<file path="config.mk">
export PLATFORM = sky130hd
export DESIGN_NAME = shift16_sequencer
export DESIGN_NICKNAME = d
export VERILOG_FILES = /design/src/rtl/shift16_sequencer.sv
export SDC_FILE = /design/constraint.sdc
export NUM_CORES = 1
export LEC_CHECK = 0
export ABC_CLOCK_PERIOD_IN_PS = 2300
export CAP_MARGIN = 30
export CORE_AREA = 2 2 83 93
export DETAILED_ROUTE_END_ITERATION = 16
export DIE_AREA = 0 0 85 95
export PLACE_DENSITY_LB_ADDON = 0.05
export SYNTH_ARGS = -nofsm -noshare
export SYNTH_HDL_FRONTEND = slang
export SYNTH_SLANG_ARGS = --single-unit
</file>
<file path="constraint.sdc">
create_clock -name clk -period 2.3 [get_ports clk]
set_clock_uncertainty 0.2 [all_clocks]
set_input_delay 0.46 -clock clk [delete_from_list [all_inputs] [get_ports clk]]
set_output_delay 0.46 -clock clk [all_outputs]
set_load 0.005 [all_outputs]
</file>
<file path="src/rtl/shift16_sequencer.sv">
`default_nettype none
// ============================================================================
// Module   : shift16_sequencer
// Purpose  : Multi-cycle 16-bit SLL/SRL/SRA built from three passes through
//            an external 8-bit left barrel shifter (low byte, high byte, then
//            the bits that spill from the low byte into the high byte).
//            Right shifts reuse the left shifter by bit-reversing the operand
//            on entry and the result on exit.
// Ports    : clk, rst (async, active-high)
//            start_valid/start_ready, operand[15:0], amount[3:0], op[1:0]
//            result_valid/result_ready, result[15:0], result_zero
//            bs_ip[7:0], bs_shift_mag[2:0] -> shifter; bs_op[7:0] <- shifter
// Revision : 1.0  initial release
// ============================================================================
module shift16_sequencer #(
  parameter bit SRA_EN = 1'b1
) (
  input  logic        clk,
  input  logic        rst,
  input  logic        start_valid,
  output logic        start_ready,
  input  logic [15:0] operand,
  input  logic [3:0]  amount,
  input  logic [1:0]  op,
  output logic        result_valid,
  input  logic        result_ready,
  output logic [15:0] result,
  output logic        result_zero,
  output logic [7:0]  bs_ip,
  output logic [2:0]  bs_shift_mag,
  input  logic [7:0]  bs_op
);

  typedef enum logic [2:0] {
    IDLE       = 3'd0,
    PASS_LO    = 3'd1,
    PASS_HI    = 3'd2,
    PASS_SPILL = 3'd3,
    DONE       = 3'd4
  } state_t;

  state_t      state_q;
  logic [15:0] w_q;          // working word, bit-reversed for right shifts
  logic [3:0]  n_q;          // full shift distance
  logic [1:0]  op_q;
  logic        sign_q;
  logic [7:0]  p0_q;
  logic [7:0]  p1_q;
  logic [15:0] result_q;
  logic        result_zero_q;
  logic        result_valid_q;

  logic [15:0] result_d;
  logic [7:0]  spill_s;
  logic [15:0] l_word;
  logic [2:0]  m;
  logic        right_q;

  function automatic logic [7:0] rev8(input logic [7:0] x);
    logic [7:0] r;
    for (int i = 0; i < 8; i++) r[i] = x[7-i];
    return r;
  endfunction

  function automatic logic [15:0] rev16(input logic [15:0] x);
    logic [15:0] r;
    for (int i = 0; i < 16; i++) r[i] = x[15-i];
    return r;
  endfunction

  function automatic logic is_right(input logic [1:0] o);
    return (o == 2'b01) || (o == 2'b10);
  endfunction

  assign m       = n_q[2:0];
  assign right_q = is_right(op_q);

  // Shifter drive is decoded straight from the state register, so an
  // asynchronous reset zeroes it immediately.
  always_comb begin
    bs_ip        = 8'h00;
    bs_shift_mag = 3'd0;
    case (state_q)
      PASS_LO: begin
        bs_ip        = w_q[7:0];
        bs_shift_mag = m;
      end
      PASS_HI: begin
        bs_ip        = w_q[15:8];
        bs_shift_mag = m;
      end
      PASS_SPILL: begin
        // rev8(rev8(x) << (8-m)) == x >> (8-m): the bits of the low byte that
        // cross into the high byte. (8-m) mod 8 is just -m in three bits.
        bs_ip        = rev8(w_q[7:0]);
        bs_shift_mag = 3'd0 - m;
      end
      default: begin
        bs_ip        = 8'h00;
        bs_shift_mag = 3'd0;
      end
    endcase
  end

  // Final combine, only meaningful while in PASS_SPILL.
  always_comb begin
    // With m==0 the shifter sees magnitude 0 and would return the whole low
    // byte, which must not leak into the high byte.
    spill_s  = (m != 3'd0) ? rev8(bs_op) : 8'h00;
    l_word   = n_q[3] ? {p0_q, 8'h00} : {p1_q | spill_s, p0_q};
    result_d = right_q ? rev16(l_word) : l_word;
    if (SRA_EN && (op_q == 2'b10) && sign_q) begin
      result_d = result_d | ~(16'hFFFF >> n_q);
    end
  end

  always_ff @(posedge clk or posedge rst) begin
    if (rst) begin
      state_q        <= IDLE;
      w_q            <= 16'h0000;
      n_q            <= 4'd0;
      op_q           <= 2'b00;
      sign_q         <= 1'b0;
      p0_q           <= 8'h00;
      p1_q           <= 8'h00;
      result_q       <= 16'h0000;
      result_zero_q  <= 1'b0;
      result_valid_q <= 1'b0;
    end else begin
      case (state_q)
        IDLE: begin
          if (start_valid) begin
            w_q     <= is_right(op) ? rev16(operand) : operand;
            n_q     <= amount;
            op_q    <= op;
            sign_q  <= operand[15];
            state_q <= PASS_LO;
          end
        end
        PASS_LO: begin
          p0_q    <= bs_op;
          state_q <= PASS_HI;
        end
        PASS_HI: begin
          p1_q    <= bs_op;
          state_q <= PASS_SPILL;
        end
        PASS_SPILL: begin
          result_q       <= result_d;
          result_zero_q  <= (result_d == 16'h0000);
          result_valid_q <= 1'b1;
          state_q        <= DONE;
        end
        DONE: begin
          // No accept here even if the result leaves this cycle.
          if (result_ready) begin
            result_valid_q <= 1'b0;
            state_q        <= IDLE;
          end
        end
        default: begin
          state_q <= IDLE;
        end
      endcase
    end
  end

  assign start_ready  = (state_q == IDLE);
  assign result       = result_q;
  assign result_zero  = result_zero_q;
  assign result_valid = result_valid_q;

endmodule
`default_nettype wire

</file>
# == Word level (Yosys, flattened, before mapping) ==
# Cells that the tools add are included.
# totals
reg_bits,60
# op_classes
n_eq_ne,10
n_reduce_logical,11
n_shift,1
add_sub_neg,1
bitwise_logic,3
n_mux,12
# ops
cell,n
$mux 16,4
$pmux 8 s3,1
$logic_not 16->1,1
$not 16->16,1
$or 16x16->16,1
$shr 16x4->16 const A,1
$pmux 3 s5,1
$mux 8,1
$or 8x8->8,1
$eq 3x2->1 const B,2
$mux 3,2
$pmux 3 s2,1
$reduce_and 2->1,3
$eq 2x1->1 const B,2
$eq 2x2->1 const B,2
$ne 2x2->1 const B,2
$eq 3x1->1 const B,1
$eq 3x3->1 const B,1
$logic_not 3->1,1
$reduce_bool 3->1,1
$sub 1x3->3 const A,1
$logic_or 1x1->1,2
$pmux 1 s2,1
$reduce_bool 2->1,1
other kinds (3),3

# == Logic depth before layout (Yosys ltp) ==
# logic_depth
ltp_word,8
ltp_mapped,9
ltp_nobuf,9

# == Worst setup path before layout ==
# Ideal clock, no wire load.
# synth_path
kind,reg2reg
from,register n_q[1]
to,"register result_zero_q, in the netlist result_zero"
t_arrival_ns,2.054
setup_ns,0.066
period_less_slack_ns,2.320
slack_ns,-0.020
stages_incl_launch_ff,10
required_time_ns,2.034
path_cell_list,dfrtp_1 inv_1 ha_1 ha_1 buf_4 nor2b_2 o31a_1 or4_1 nor4_2 a32o_2
# synth_between
elab_chain_len,8
# synth_rtl
item,line,rtl
"start, declared",44,logic [3:0] n_q;
"start signal, assigned",134,n_q <= amount;
$reduce_bool 3->1,109,spill_s = (m != 3'd0) ? rev8(bs_op) : 8'h00;
$mux 8,109,
$or 8x8->8,110,"l_word = n_q[3] ? {p0_q, 8'h00} : {p1_q | spill_s, p0_q};"
$mux 16,110,
$mux 16,111,result_d = right_q ? rev16(l_word) : l_word;
$or 16x16->16,113,result_d = result_d | ~(16'hFFFF >> n_q);
$mux 16 (*),112,if (SRA_EN && (op_q == 2'b10) && sign_q) begin
$logic_not 16->1 (*),150,result_zero_q <= (result_d == 16'h0000);
"end signal, assigned",150,
"end, declared",50,logic result_zero_q;
# Mark *: on every way between the ends. The rest lies on a longest branch, timed or not.
# A chain may end at the register's enable or synchronous reset.

# == Worst setup path after layout ==
# Same ends and word-level chain as after synthesis.

==> run_results.csv <==
group,metric,value,unit
status,status,"finished clean",
grt,grt.total_usage,0.229,
grt,grt_start_max_net_pins,61,
sta,slew_headroom,0.671,
sta,setup_viol,0,
drt,wl_met2,4440,um
grt,grt_pass1_vias,2969,
sta,max_freq,0.443,GHz
synth,ys_seq_area_frac,0.459,
synth,synth_edf_count,0,
layout,synthToLayoutAreaGrowth,43.0,%
drt,drtAntennaViolNets,0,
cts,h-tree-depth,3,
cts,cts_inserted_buffers,9,
sta,rsz0062_at_grt,"true",
grt,grt_pass1_wl,14400,um
synth,syn-num-nets,398,
synth,ys_async_sr_fraction,1.00,
worst_setup_path,critPathRequiredTime,2.38,ns
worst_setup_path,endpoint_kind,"flip-flop",
layout,stdcell_area,4680,um^2
synth,netlist_instances,359,
placement,post-dp-hpwl,6380,um
worst_hold_path,hold_path_class,"flip-flop to flip-flop",
synth,synthSimpleGateAreaFrac,0.183,
placement,place.gp.congestion,0.887,
drt,drt-initial-drc-count,111,
placement,port_buffers,63,
synth,ys.flop_type,"dfrtp_1",
floorplanning,die_h,95,um
floorplanning,fp-row-count,33,
sta,finalCritPeriodShare,0.981,
placement,place_area,4300,um^2
cts,cts-root-buf,"clkbuf_8",
synth,syn_area_per_cell,9.12,um^2
synth,synth-xor-area-share,0.00803,
pwr,total_power,0.00767,W
run,cap_violations,0,
layout,drive_above_1_share,0.266,
pwr,power_density,1640,nW/um^2
cts,clkSlewWorstSetupHoldPaths,0.07,ns
synth,syn-cell-area,3270,um^2
pwr,leakage,2.04,nW
grt,grt_overflow,0,
worst_setup_path,startpoint_type,"flip-flop",
cts,cts.sinks,60,
worst_setup_path,r2r-start,"n_q[1]",
synth,synth_top_family_by_area,"compound AO/OA/AOI/OAI gates",
cts,clock_tree.buffer_depth,2,
synth,synth_adder_area_share,0.0191,
synth,synth_mux_area_frac,0.0975,
layout,diodes,0,
sta,finalHoldViolCount,0,
worst_setup_path,crit_start,"n_q[1]",
drt,top_layer,"met4",
synth,synth_top_area_frac,0.459,
drt,wl_per_cell,15.6,um
floorplanning,core,7230,um^2
worst_hold_path,min-delay-start,"result[0]",
worst_setup_path,cp_max_fo,6,
synth,ys_types,48,
cts,clk_latency,0.34,ns
cts,cts_tree,"built",
drt,num_vias,2955,
layout,final_util,0.648,
synth,synth_seq_cells,60,
worst_setup_path,cp.arrival,2.33,ns
sta,worst_pin_slew,0.488,ns
drt,drc,0,
synth,yosysTopAreaCell,"dfrtp_1",
floorplanning,dieArea,8080,um^2
drt,drt-total-wl,8640,um
layout,fillers,602,
synth,synth_compound_area_frac,0.187,
drt,wl_met3,334,um
synth,yosys_warnings,0,
drt,vias_per_cell,5.33,
floorplanning,boundaryPins,64,
floorplanning,start_util,0.453,
pwr,irDropWorstVdd,0.884,mV
synth,ys_top_cells_by_area,"dfrtp_1 (46%), mux2_2 (7.9%), nand2_1 (7.6%), a21oi_1 (4.0%), nor2_1 (3.8%)",
grt,antenna_found_initial,0,
drt,wl_met1,3640,um
layout,layout.nets,501,
floorplanning,die_x,85,um
worst_setup_path,critical_path_class,"flip-flop to flip-flop",
sta,fin_crit,2.26,ns
sta,slew_viol_final,0,
drt,drt-pass1-iter-count,4,
==> sequential cells by signal, indices dropped and copies added, names as in the netlist <==
name and cells:
result 16, p1_q 8, p0_q 8, op_q 2, result_zero 1, sign_q 1, n_q 4, w_q 16
state_q 3, result_valid 1
==> cell families after synthesis <==
family	Yosys count
AO/OA/AOI/OAI	96
adder cells (fa/ha/maj)	5
XOR/XNOR	3
buffers and inverters	34
AND/OR/NAND/NOR	132
flip-flops	60
multiplexers	29
==> area by class of cell <==
cell class                      instances  area (um^2)  area share
Clock buffer                           12          155      0.0331
Clock inverter                          4         95.1      0.0203
Inverter                                9         33.8     0.00722
Multi-Input combinational cell        265         1730       0.369
Sequential cell                        60         1510       0.321
Tap cell                               87          109      0.0232
Timing Repair Buffer                  117         1060       0.226
==> stage by stage <==
step / hold WS, ns / cells / TNS (ns) / worst slack, ns
global placement: 0.261 / 533 / -0.322 / -0.224
global route: 0.310 / 554 / -0.0610 / -0.0610
finish: 0.276 / 554 / 0 / 0.0437
floorplan: 0.273 / 359 / 0 / 0.00409
CTS: 0.284 / 554 / -0.0381 / -0.0381
detailed placement: 0.268 / 533 / -0.459 / -0.245
==> final timing paths <==
kind	to	depth (start not counted)	slack, ns
setup / recovery	result_zero	8	0.04
hold / removal	result[0]	2	0.28
setup reg to reg	result_zero	8	0.04
hold reg to reg	result[0]	2	0.28
max in group asynchronous	state_q[0]	3	1.31
min in group asynchronous	w_q[13]	3	0.30
==> cells in the mapped netlist, types with 2 or more instances <==
cell type   n
buf_6       2
nor3_1      5
nand3b_1    2
ha_1        5
nor3b_2     2
a222oi_1    2
inv_1       9
and2_1      2
a211oi_1    6
a21oi_1    26
nor2_1     33
o31a_1      2
o31ai_2     2
o21ai_0    24
buf_1       2
a221oi_1    2
mux2_2     23
nand3_1     2
o221ai_1    2
xor2_1      2
dfrtp_1    60
buf_2       7
clkbuf_1   13
nor2b_1     4
nand2_1    66
a32o_1      2
a31oi_1    18
a22oi_1     2
mux2i_1     6
nand2b_1    7
and2b_1     2
==> power breakdown <==
part	switching [W]	leakage, nW	internal (W)
Sequential	0.000439	0.709	0.00159
Combinational	0.00209	1.21	0.00236
Clock	0.000422	0.127	0.000778
==> repair_timing <==
action / 4_1_cts / 5_1_grt
pin swaps: 6 / 4
endpoints found under the setup margin: 16 / 12
hold buffers: 0 / 0
hold endpoints to repair: 0 / 0
buffers inserted: 5 / 0
resized for setup: 37 / 19
==> placed cells by master (no fill, tap or decap), drive strengths merged, types with 3 or more instances in the layout <==
cell	netlist	routed
o21ai	24	24
clkdlybuf4s15	0	4
dfrtp	60	60
nand2b	7	7
dlygate4sd2	0	4
clkdlybuf4s50	0	51
a32o	3	3
nor2b	5	5
clkbuf	13	15
nand2	66	66
nor3	5	5
mux2i	6	6
bufinv	0	3
a211oi	6	6
a21oi	26	26
nor2	33	33
inv	9	9
a31oi	18	18
ha	5	5
mux2	23	23
buf	12	55
==> worst max-delay path, stage by stage, from the launching register on <==
cell     delay [ns]
dfrtp_1        0.39
inv_2          0.08
ha_4           0.15
ha_4           0.17
nor2b_2        0.04
o31a_1         0.25
or4_4          0.56
nor4_4         0.15
a32o_2         0.20
==> routing by layer <==
| metal | vias to the layer above | GRT usage |
|---|---|---|
| met5 | - | 0 |
| met4 | 0 | 0.0979 |
| met3 | 16 | 0.0472 |
| met2 | 67 | 0.405 |
| met1 | 1403 | 0.270 |
| li1 | 1469 | - |
No activity file was read; power rests on OpenSTA's default activity.
